### src/rtl/hpdcache_bank_rsp_collector_pkg.sv
// Shared configuration types, default response format and small helpers
// for the bank-to-requester response collector.
package hpdcache_bank_rsp_collector_pkg;

  typedef struct packed {
    int unsigned nRequesters;
    int unsigned nBanks;
  } hpdcache_user_cfg_t;

  typedef struct packed {
    hpdcache_user_cfg_t u;
  } hpdcache_cfg_t;

  localparam int unsigned HPDCACHE_RSP_FIFO_DEPTH_DEFAULT = 2;

  localparam hpdcache_cfg_t HPDCACHE_CFG_DEFAULT = '{u: '{nRequesters: 2, nBanks: 4}};

  // Default response payload; any replacement type must carry a sid field.
  typedef struct packed {
    logic [1:0]  sid;
    logic [15:0] data;
  } hpdcache_rsp_default_t;

  // Increment an index modulo n (n >= 1).
  function automatic int unsigned rr_wrap_inc(input int unsigned idx, input int unsigned n);
    return (idx + 1 >= n) ? 0 : idx + 1;
  endfunction

endpackage

### src/rtl/hpdcache_bank_rsp_collector_fifo.sv
// Single-write single-read register FIFO holding responses for one
// (requester, bank) pair. Full/empty come from registered occupancy only.
module hpdcache_rsp_fifo #(
  parameter int unsigned DEPTH  = 2,
  parameter type         data_t = logic
) (
  input  logic  clk_i,
  input  logic  rst_ni,
  input  logic  push_i,
  input  data_t data_i,
  input  logic  pop_i,
  output logic  full_o,
  output logic  empty_o,
  output data_t data_o
);

  localparam int unsigned CW = $clog2(DEPTH + 1);
  localparam int unsigned PW = (DEPTH > 1) ? $clog2(DEPTH) : 1;

  data_t         mem_q [DEPTH];
  data_t         mem_d [DEPTH];
  logic [CW-1:0] cnt_q, cnt_d;
  logic [PW-1:0] wr_ptr_q, wr_ptr_d;
  logic [PW-1:0] rd_ptr_q, rd_ptr_d;
  logic          push_ok, pop_ok;

  assign full_o  = (cnt_q == CW'(DEPTH));
  assign empty_o = (cnt_q == '0);
  assign data_o  = mem_q[rd_ptr_q];
  assign push_ok = push_i & ~full_o;
  assign pop_ok  = pop_i & ~empty_o;

  // Next occupancy, pointer and storage state.
  always_comb begin
    mem_d    = mem_q;
    wr_ptr_d = wr_ptr_q;
    rd_ptr_d = rd_ptr_q;
    cnt_d    = cnt_q;
    if (push_ok) begin
      mem_d[wr_ptr_q] = data_i;
      wr_ptr_d        = (wr_ptr_q == PW'(DEPTH - 1)) ? '0 : wr_ptr_q + PW'(1);
    end
    if (pop_ok) begin
      rd_ptr_d = (rd_ptr_q == PW'(DEPTH - 1)) ? '0 : rd_ptr_q + PW'(1);
    end
    case ({push_ok, pop_ok})
      2'b10:   cnt_d = cnt_q + CW'(1);
      2'b01:   cnt_d = cnt_q - CW'(1);
      default: cnt_d = cnt_q;
    endcase
  end

  // Control state; reset empties the FIFO.
  always_ff @(posedge clk_i or negedge rst_ni) begin
    if (!rst_ni) begin
      cnt_q    <= '0;
      wr_ptr_q <= '0;
      rd_ptr_q <= '0;
    end else begin
      cnt_q    <= cnt_d;
      wr_ptr_q <= wr_ptr_d;
      rd_ptr_q <= rd_ptr_d;
    end
  end

  // Payload storage carries no reset; validity is tracked by the counter.
  always_ff @(posedge clk_i) begin
    mem_q <= mem_d;
  end

  // A push must never target a full FIFO.
  always_ff @(posedge clk_i) begin
    if (rst_ni) begin
      assert (!(push_i && full_o))
        else $error("rsp_fifo: push while full");
    end
  end

endmodule

### src/rtl/hpdcache_bank_rsp_collector_rrarb.sv
// Round-robin arbiter and one-hot payload multiplexer used per requester.
module hpdcache_rrarb
  import hpdcache_bank_rsp_collector_pkg::*;
#(
  parameter int unsigned N = 4
) (
  input  logic         clk_i,
  input  logic         rst_ni,
  input  logic [N-1:0] req_i,
  output logic [N-1:0] gnt_o
);

  localparam int unsigned PW = (N > 1) ? $clog2(N) : 1;

  logic [PW-1:0] prio_q, prio_d;

  // Grant the first requester at or after the priority index; priority then
  // moves to the slot after the winner. With N==1 this is a pass-through.
  always_comb begin
    int unsigned idx;
    int unsigned sel;
    logic        found;
    gnt_o = '0;
    found = 1'b0;
    sel   = 0;
    idx   = 0;
    for (int unsigned k = 0; k < N; k++) begin
      idx = 32'(prio_q) + k;
      if (idx >= N) idx = idx - N;
      if (!found && req_i[PW'(idx)]) begin
        gnt_o[PW'(idx)] = 1'b1;
        found           = 1'b1;
        sel             = idx;
      end
    end
    prio_d = prio_q;
    if (found) prio_d = PW'(rr_wrap_inc(sel, N));
  end

  // Priority pointer, starting at index 0 after reset.
  always_ff @(posedge clk_i or negedge rst_ni) begin
    if (!rst_ni) prio_q <= '0;
    else         prio_q <= prio_d;
  end

endmodule

module hpdcache_mux #(
  parameter int unsigned NINPUT = 4,
  parameter type         data_t = logic
) (
  input  data_t              data_i [NINPUT],
  input  logic [NINPUT-1:0]  sel_i,
  output data_t              data_o
);

  localparam int unsigned DW = $bits(data_t);

  // AND-OR selection; sel_i is one-hot or zero.
  always_comb begin
    logic [DW-1:0] acc;
    acc = '0;
    for (int unsigned i = 0; i < NINPUT; i++) begin
      if (sel_i[i]) acc = acc | DW'(data_i[i]);
    end
    data_o = data_t'(acc);
  end

endmodule

### src/rtl/hpdcache_bank_rsp_collector.sv
// Steers bank responses by sid into per-(requester,bank) FIFOs and drains
// one response per requester per cycle with round-robin across banks.
module hpdcache_bank_rsp_collector
  import hpdcache_bank_rsp_collector_pkg::*;
#(
  parameter hpdcache_cfg_t HPDcacheCfg    = HPDCACHE_CFG_DEFAULT,
  parameter type           hpdcache_rsp_t = hpdcache_rsp_default_t,
  parameter int unsigned   FifoDepth      = HPDCACHE_RSP_FIFO_DEPTH_DEFAULT,
  localparam int unsigned  NREQS          = HPDcacheCfg.u.nRequesters,
  localparam int unsigned  NBANKS         = HPDcacheCfg.u.nBanks
) (
  input  logic                clk_i,
  input  logic                rst_ni,
  input  logic [NBANKS-1:0]   bank_rsp_valid_i,
  output logic [NBANKS-1:0]   bank_rsp_ready_o,
  input  hpdcache_rsp_t       bank_rsp_i [NBANKS],
  output logic [NREQS-1:0]    core_rsp_valid_o,
  output hpdcache_rsp_t       core_rsp_o [NREQS]
);

  logic [NREQS-1:0][NBANKS-1:0] fifo_full;
  logic [NBANKS-1:0]            bank_acc;

  // A bank is ready when no FIFO in its column is full. Only registered
  // occupancy feeds this, so a same-cycle pop never frees a slot early.
  always_comb begin
    bank_rsp_ready_o = '1;
    for (int unsigned b = 0; b < NBANKS; b++) begin
      for (int unsigned r = 0; r < NREQS; r++) begin
        if (fifo_full[r][b]) bank_rsp_ready_o[b] = 1'b0;
      end
    end
  end

  assign bank_acc = bank_rsp_valid_i & bank_rsp_ready_o;

  for (genvar r = 0; r < NREQS; r++) begin : g_req
    logic [NBANKS-1:0] push_r;
    logic [NBANKS-1:0] empty_r;
    logic [NBANKS-1:0] gnt_r;
    hpdcache_rsp_t     head_r [NBANKS];

    for (genvar b = 0; b < NBANKS; b++) begin : g_bank
      // Out-of-range sids match no requester, so they are accepted and dropped.
      assign push_r[b] = bank_acc[b] & (32'(bank_rsp_i[b].sid) == r);

      hpdcache_rsp_fifo #(
        .DEPTH  (FifoDepth),
        .data_t (hpdcache_rsp_t)
      ) i_fifo (
        .clk_i   (clk_i),
        .rst_ni  (rst_ni),
        .push_i  (push_r[b]),
        .data_i  (bank_rsp_i[b]),
        .pop_i   (gnt_r[b]),
        .full_o  (fifo_full[r][b]),
        .empty_o (empty_r[b]),
        .data_o  (head_r[b])
      );
    end

    hpdcache_rrarb #(
      .N (NBANKS)
    ) i_rrarb (
      .clk_i  (clk_i),
      .rst_ni (rst_ni),
      .req_i  (~empty_r),
      .gnt_o  (gnt_r)
    );

    hpdcache_mux #(
      .NINPUT (NBANKS),
      .data_t (hpdcache_rsp_t)
    ) i_mux (
      .data_i (head_r),
      .sel_i  (gnt_r),
      .data_o (core_rsp_o[r])
    );

    // Requesters are always ready, so a grant is both the valid and the pop.
    assign core_rsp_valid_o[r] = |gnt_r;
  end

  logic [NBANKS-1:0] hold_vld_q, hold_vld_d;
  hpdcache_rsp_t     hold_rsp_q [NBANKS];
  hpdcache_rsp_t     hold_rsp_d [NBANKS];

  // Remember which banks were stalled and what they presented.
  always_comb begin
    hold_vld_d = bank_rsp_valid_i & ~bank_rsp_ready_o;
    hold_rsp_d = bank_rsp_i;
  end

  // Stall flags are control state and clear on reset.
  always_ff @(posedge clk_i or negedge rst_ni) begin
    if (!rst_ni) hold_vld_q <= '0;
    else         hold_vld_q <= hold_vld_d;
  end

  // Stalled payload snapshot, compared against the next cycle's payload.
  always_ff @(posedge clk_i) begin
    hold_rsp_q <= hold_rsp_d;
  end

  // Protocol checks: stalled banks keep payload stable, sids stay in range.
  always_ff @(posedge clk_i) begin
    if (rst_ni) begin
      for (int unsigned b = 0; b < NBANKS; b++) begin
        if (hold_vld_q[b]) begin
          assert (bank_rsp_valid_i[b] && (bank_rsp_i[b] == hold_rsp_q[b]))
            else $error("rsp_collector: bank %0d changed while stalled", b);
        end
        if (bank_acc[b]) begin
          assert (32'(bank_rsp_i[b].sid) < NREQS)
            else $warning("rsp_collector: bank %0d sid %0d out of range, response dropped",
                          b, bank_rsp_i[b].sid);
        end
      end
    end
  end

endmodule

### config.mk
export PLATFORM = sky130hd
export DESIGN_NAME = hpdcache_bank_rsp_collector
export DESIGN_NICKNAME = d
export VERILOG_FILES = /design/src/rtl/hpdcache_bank_rsp_collector_pkg.sv /design/src/rtl/hpdcache_bank_rsp_collector_fifo.sv /design/src/rtl/hpdcache_bank_rsp_collector_rrarb.sv /design/src/rtl/hpdcache_bank_rsp_collector.sv
export SDC_FILE = /design/constraint.sdc
export NUM_CORES = 1
export LEC_CHECK = 0
export ABC_CLOCK_PERIOD_IN_PS = 4850
export CORE_UTILIZATION = 30
export CTS_CLUSTER_DIAMETER = 120
export CTS_CLUSTER_SIZE = 20
export DETAILED_ROUTE_END_ITERATION = 8
export MAX_ROUTING_LAYER = met4
export SLEW_MARGIN = 20
export SYNTH_ARGS = -nofsm -noshare
export SYNTH_HDL_FRONTEND = slang
export SYNTH_SLANG_ARGS = --single-unit
### constraint.sdc
create_clock -name clk_i -period 4.85 [get_ports clk_i]
set_input_delay 1.2125 -clock clk_i [delete_from_list [all_inputs] [get_ports clk_i]]
set_output_delay 1.2125 -clock clk_i [all_outputs]
set_load 0.05 [all_outputs]
==> results of run 1 <==
[flip-flops by register name, indices dropped and copies added, names as in the netlist]
| signal | cells |
|---|---|
| g_req.g_bank.i_fifo.wr_ptr_q | 8 |
| g_req.g_bank.i_fifo.rd_ptr_q | 8 |
| g_req.g_bank.i_fifo.mem_q | 288 |
| g_req.g_bank.i_fifo.cnt_q | 16 |
| g_req.i_rrarb.prio_q | 4 |
[kinds of logic (layout without fill, tap and decap cells)]
kind of cell / Yosys count / count (layout) / synth area share
xor gates and xnor gates: 42 / 42 / 0.02482
DFF: 324 / 324 / 0.6442
muxes: 150 / 150 / 0.1085
buffers and inverters: 79 / 205 / 0.02558
adders and majority gates: 42 / 42 / 0.03545
and+or+nand+nor: 207 / 207 / 0.07588
AOI/OAI and AO/OA: 171 / 173 / 0.08559
other: 0 / 6 / 0
[stage by stage]
step	cell area, um2	hold slack (ps)	utilization
final	17840	499.9	0.3653
after global routing	17840	513.4	0.3652
after CTS	17720	499.0	0.3627
after detailed placement	16970	487.3	0.3475
after global placement	16970	477.2	0.3475
after floorplan	14820	460.8	-
[synth_stat cells (3+ instances only)]
library cell    n
and3b_1         4
nand2_1        56
and2_1          6
o22ai_1        38
nor2_1         34
nor2b_1         3
mux2_2         75
a21oi_1         8
nor3_1         13
clkbuf_1       28
o21a_1          3
buf_6           5
ha_1           42
o21ai_0         7
a21oi_2         4
xor2_1         18
nand4_1         3
buf_2          18
and3_1          9
dfrtp_1        36
nand2b_1        5
inv_1          19
xnor2_1        24
edfxtp_1      288
nand3_1        26
or2_1          18
mux2i_1        74
buf_4           5
a22oi_1        80
nor2_2          8
a221oi_1        3
[worst max-delay path by stage]
stage,startpoint,end,slack (ps),cells past startpoint
after floorplan,g_req[1].i_rrarb.prio_q[0],core_rsp_o[2],550,13
after global placement,g_req[1].i_rrarb.prio_q[0],core_rsp_o[9],310,10
after detailed placement,g_req[1].i_rrarb.prio_q[0],core_rsp_o[10],170,10
after CTS,g_req[0].i_rrarb.prio_q[1],core_rsp_o[34],9,11
after global routing,g_req[0].i_rrarb.prio_q[1],core_rsp_o[24],3,11
final,g_req[1].i_rrarb.prio_q[0],core_rsp_o[15],120,11
[critical path: cells and delay by family, from the launching register on]
| family | cells | cell delay, ps |
|---|---|---|
| and+or+nand+nor | 4 | 980 |
| buffers and inverters | 3 | 590 |
| AOI/OAI and AO/OA | 3 | 590 |
| DFF | 1 | 420 |
| adders and majority gates | 1 | 390 |
[final cells by class]
type | count | area [um2]
well taps | 664 | 830.8
diodes | 6 | 15.01
clock inverters | 2 | 32.53
flip-flops and latches | 324 | 9549
inverters | 20 | 77.57
multi-input cells | 614 | 5134
clock buffers | 25 | 519.2
fillers | 4660 | 31000
repair buffers | 158 | 1687
[layer usage]
| layer | global-route usage | vias to the layer above |
|---|---|---|
| met2 | 0.2352 | 378 |
| li1 | - | 4136 |
| met5 | - | - |
| met1 | 0.2170 | 4536 |
| met4 | 0.03972 | 0 |
| met3 | 0.02978 | 53 |
[timing repair]
| item | 4_1_cts | 5_1_grt |
|---|---|---|
| pin swaps | 3 | 2 |
| buffers inserted | 4 | 1 |
| endpoints found under the setup margin | 37 | 34 |
| gates resized for setup | 22 | 18 |
| gates cloned | 2 | 0 |
==> flow_summary.yaml, run 1 <==
cts:
  cts_root_buffer: "clkbuf_16"
  clk_pin_slew_worst_paths_ps: 100
  ctsHoldBuffers: 0
  htree_levels: 1
  clock-sinks: 324
  cts_buffer_depth: 3
  cts_tree: "built"
  numCtsBuffers: 20
  clk_latency_ps: 530
sta:
  tns_ps: 0
  period_needed_ps: 4729
  slew_violations: 0
  period_share: 0.9751
  setup_slack_ps: 120.9
  fmax_mhz: 211.5
  finalSetupViolCount: 0
  max_slew.worst_pin.slew_ps: 1047
  max_slew_margin: 0.3017
  clock_skew_ps: 30.06
  rsz0062_at_grt: "false"
  finalHoldViolCount: 0
drt:
  route.met3.wl_mm: 2.799
  drtIter0Drc: 995
  wirelength_mm: 38.83
  dr_wl_met2_mm: 17.25
  drc: 0
  ant_nets: 0
  vias: 9103
  wl_met1_mm: 17.88
  vias_per_cell: 5.021
  top_layer_used: "met4"
  detail_route.wl_per_cell_um: 21.42
  firstDrtPassIters: 6
worst_setup_path:
  critical_path.max_stage_delay_ps: 420
  critPathRequiredTime_ps: 3640
  worstPathArrival_ps: 3520
  startpoint_type: "register"
  r2r_cells: 14
  timing.rr.end: "g_req[1].i_rrarb.prio_q[0]"
  crit_path_max_fanout: 20
  crit_slowest_cell: "dfrtp_1"
  path_cells: "inv_4, ha_2, nor4b_2, nor4_4, nor2_4, a221oi_1, a21oi_2, buf_4, a22oi_1, nand3_1, buf_12"
  critPathCaptureType: "output pin"
  crit_type: "register to output pin"
  reg2reg_setup_slack_ps: 1030
  r2r_start: "g_req[1].i_rrarb.prio_q[0]"
global_routing:
  grt_pass1_wl_mm: 57.13
  grt_pass1_vias: 8767
  overflow: 0
  grt_max_degree: 37
  antenna_found_initial: 4
  grt_use_total: 0.1564
synth:
  synth_edf_count: 288
  syn_inst: 1015
  synth_seq_cells: 324
  synth.yosys.seq_area_share: 0.6442
  ys_types: 74
  synth_area_leader_cell: "edfxtp_1"
  netlist_area_um2: 14820
  yosys_warnings: 0
  avgSynthCellArea_um2: 14.60
  synth_top_area_frac: 0.5834
  syn_nets: 1135
  async_reset_ff_frac: 0.1111
  synth_area_leaders: "edfxtp_1 (58%), dfrtp_1 (6.1%), mux2_2 (5.7%)"
  synth_ff_type: "edfxtp_1"
hold_path:
  hold_path.class: "register to register"
  worstHoldEndpoint: "g_req[1].g_bank[2].i_fifo.wr_ptr_q"
  hold_start: "g_req[1].g_bank[2].i_fifo.wr_ptr_q"
  hold_depth: 1
die:
  start_util: 0.3034
  num_rows: 81
  dieWidth_um: 224.3
  die_h_um: 224.3
  core_area_um2: 48850
  ios: 120
  dieArea_um2: 50300
placement:
  gp_congestion: 0.8750
  place_inst: 1773
  hpwl_mm: 27.75
  post-place-ws_ps: 170.0
  port-buffer-count: 119
cells_and_area:
  area_growth_pct: 20.38
  finalNonFillerCells: 1813
  mostFrequentLayoutCell: "edfxtp_1"
  layout_common_cells: "edfxtp_1 (288), clkdlybuf4s50_1 (80), a22oi_1 (79)"
  drive_gt1_frac: 0.1969
  nets: 1258
outcome:
  status: "completed"
job:
  max_cap_viol_count: 0
Power of run 1 is not shown: default switching activity piles up to over one toggle a cycle in this logic, so the estimate is an artifact.
==> inputs of run 2 (changes only) <==
--- a/config.mk
+++ b/config.mk
@@ -5,7 +5,9 @@
 export SDC_FILE = /design/constraint.sdc
 export NUM_CORES = 1
 export LEC_CHECK = 0
+export ABC_AREA = 0
 export ABC_CLOCK_PERIOD_IN_PS = 4850
+export CORE_ASPECT_RATIO = 0.8
 export CORE_UTILIZATION = 30
 export CTS_CLUSTER_DIAMETER = 120
 export CTS_CLUSTER_SIZE = 20
==> flow_summary.yaml, run 2 (synthesis results as in run 1) <==
cells_and_area:
  finalNonFillerCells: 1778
  layout_common_cells: "edfxtp_1 (288), a22oi_1 (80), clkdlybuf4s50_1 (80)"
  seqCellArea_um2: 9549
  multi_input_area_um2: 5005
  nets: 1255
  mostFrequentLayoutCell: "edfxtp_1"
  postLayoutCoreUtil: 0.3634
  nFillCells: 4565
  largest_reg_flops: 288
  drive_gt1_frac: 0.1880
  antenna_cells: 0
  top_regs: "g_req.g_bank.i_fifo.mem_q (288), g_req.g_bank.i_fifo.cnt_q (16)"
  top_register: "g_req.g_bank.i_fifo.mem_q"
  area_growth_pct: 19.03
drt:
  wirelength_mm: 40.65
  drtIter0Drc: 1050
  ant_nets: 0
  detail_route.wl_per_cell_um: 22.86
  vias_per_cell: 5.146
  drc: 0
  firstDrtPassIters: 5
  vias: 9150
hold_path:
  hold_depth: 1
  hold_start: "g_req[1].g_bank[1].i_fifo.wr_ptr_q"
  hold_path.class: "register to register"
die:
  dieWidth_um: 250.5
  ios: 120
  start_util: 0.3053
  dieArea_um2: 50310
  core_area_um2: 48560
  num_rows: 72
  die_h_um: 200.8
cts:
  htree_levels: 1
  clock-sinks: 324
  clk_latency_ps: 520
  cts_root_buffer: "clkbuf_16"
  cts_tree: "built"
  numCtsBuffers: 20
  cts_buffer_depth: 3
  clk_pin_slew_worst_paths_ps: 80
worst_setup_path:
  startpoint: "g_req[1].i_rrarb.prio_q[0]"
  startpoint_type: "register"
  r2r_cells: 14
  crit_path_max_fanout: 12
  r2r_start: "g_req[0].i_rrarb.prio_q[1]"
  critPathCaptureType: "output pin"
  crit_type: "register to output pin"
  critPathRequiredTime_ps: 3640
  worstPathArrival_ps: 3470
job:
  max_cap_viol_count: 0
global_routing:
  grt_pass1_wl_mm: 58.97
  overflow: 0
  grt_use_total: 0.1626
  antenna_found_initial: 0
  grt_pass1_vias: 8762
  grt_max_degree: 37
sta:
  rsz0062_at_grt: "false"
  fmax_mhz: 213.4
  finalSetupViolCount: 0
  finalHoldViolCount: 0
  tns_ps: 0
  max_slew.worst_pin.slew_ps: 1058
  slew_violations: 0
  clock_skew_ps: 8.904
  period_needed_ps: 4687
  max_slew_margin: 0.2949
  period_share: 0.9664
outcome:
  status: "completed"
placement:
  place_inst: 1736
  port-buffer-count: 119
  gp_congestion: 0.8409
  hpwl_mm: 29.88
==> run 2: cell type report <==
cell class / instances / area share
inverter: 20 / 0.004397
clock inverter: 2 / 0.001135
sequential: 324 / 0.5412
tap: 629 / 0.04460
multi-input combinational: 613 / 0.2836
clock buffer: 34 / 0.03255
timing repair buffer: 156 / 0.09247
==> run 2: stage by stage <==
stage,cell area (um2),setup slack (ps),hold slack [ps]
2_1_floorplan,14820,545.6,460.8
3_3_place_gp,16900,263.1,475.4
3_5_place_dp,16900,215.4,482.9
4_1_cts,17540,12.49,499.1
5_1_grt,17640,28.01,523.8
6_report,17640,163.1,493.7
==> run 2: routing by layer <==
layer,global-route usage,up-vias,wire length [um],share of wire
met5,-,-,0,0
met1,0.2496,4593,20130,0.50
met2,0.2161,367,16410,0.40
li1,-,4132,-,-
met3,0.03631,58,3284,0.081
met4,0.03089,0,825,0.020
==> run 2: path summary, 6_finish.rpt <==
kind / end / slack [ps]
setup / recovery: core_rsp_valid_o[1] / 160
hold / removal: g_req[1].g_bank[1].i_fifo.wr_ptr_q / 490
setup reg to reg: g_req[0].i_rrarb.prio_q[0] / 890
hold reg to reg: g_req[1].g_bank[1].i_fifo.wr_ptr_q / 490
max in group asynchronous: g_req[0].g_bank[0].i_fifo.cnt_q[0] / 3450
min in group asynchronous: g_req[1].g_bank[3].i_fifo.cnt_q[1] / 820
==> run 2: timing repair <==
action / in CTS / in global routing
gates resized for setup: 10 / 10
gates cloned: 0 / 1
pin swaps: 0 / 1
buffers inserted: 2 / 3
endpoints found under the setup margin: 38 / 38
hold buffers: 0 / 0
==> run 2: worst max-delay path, cell delays in order (launching register included) <==
cell and delay [ps]:
dfrtp_1 410, inv_4 140, ha_4 280, and4bb_1 240
nor4_4 400, nor2_2 160, a221oi_4 410, a21oi_2 200
nor4_1 300, nand2_1 200, buf_12 200
Power of run 2 is left out for the same reason.
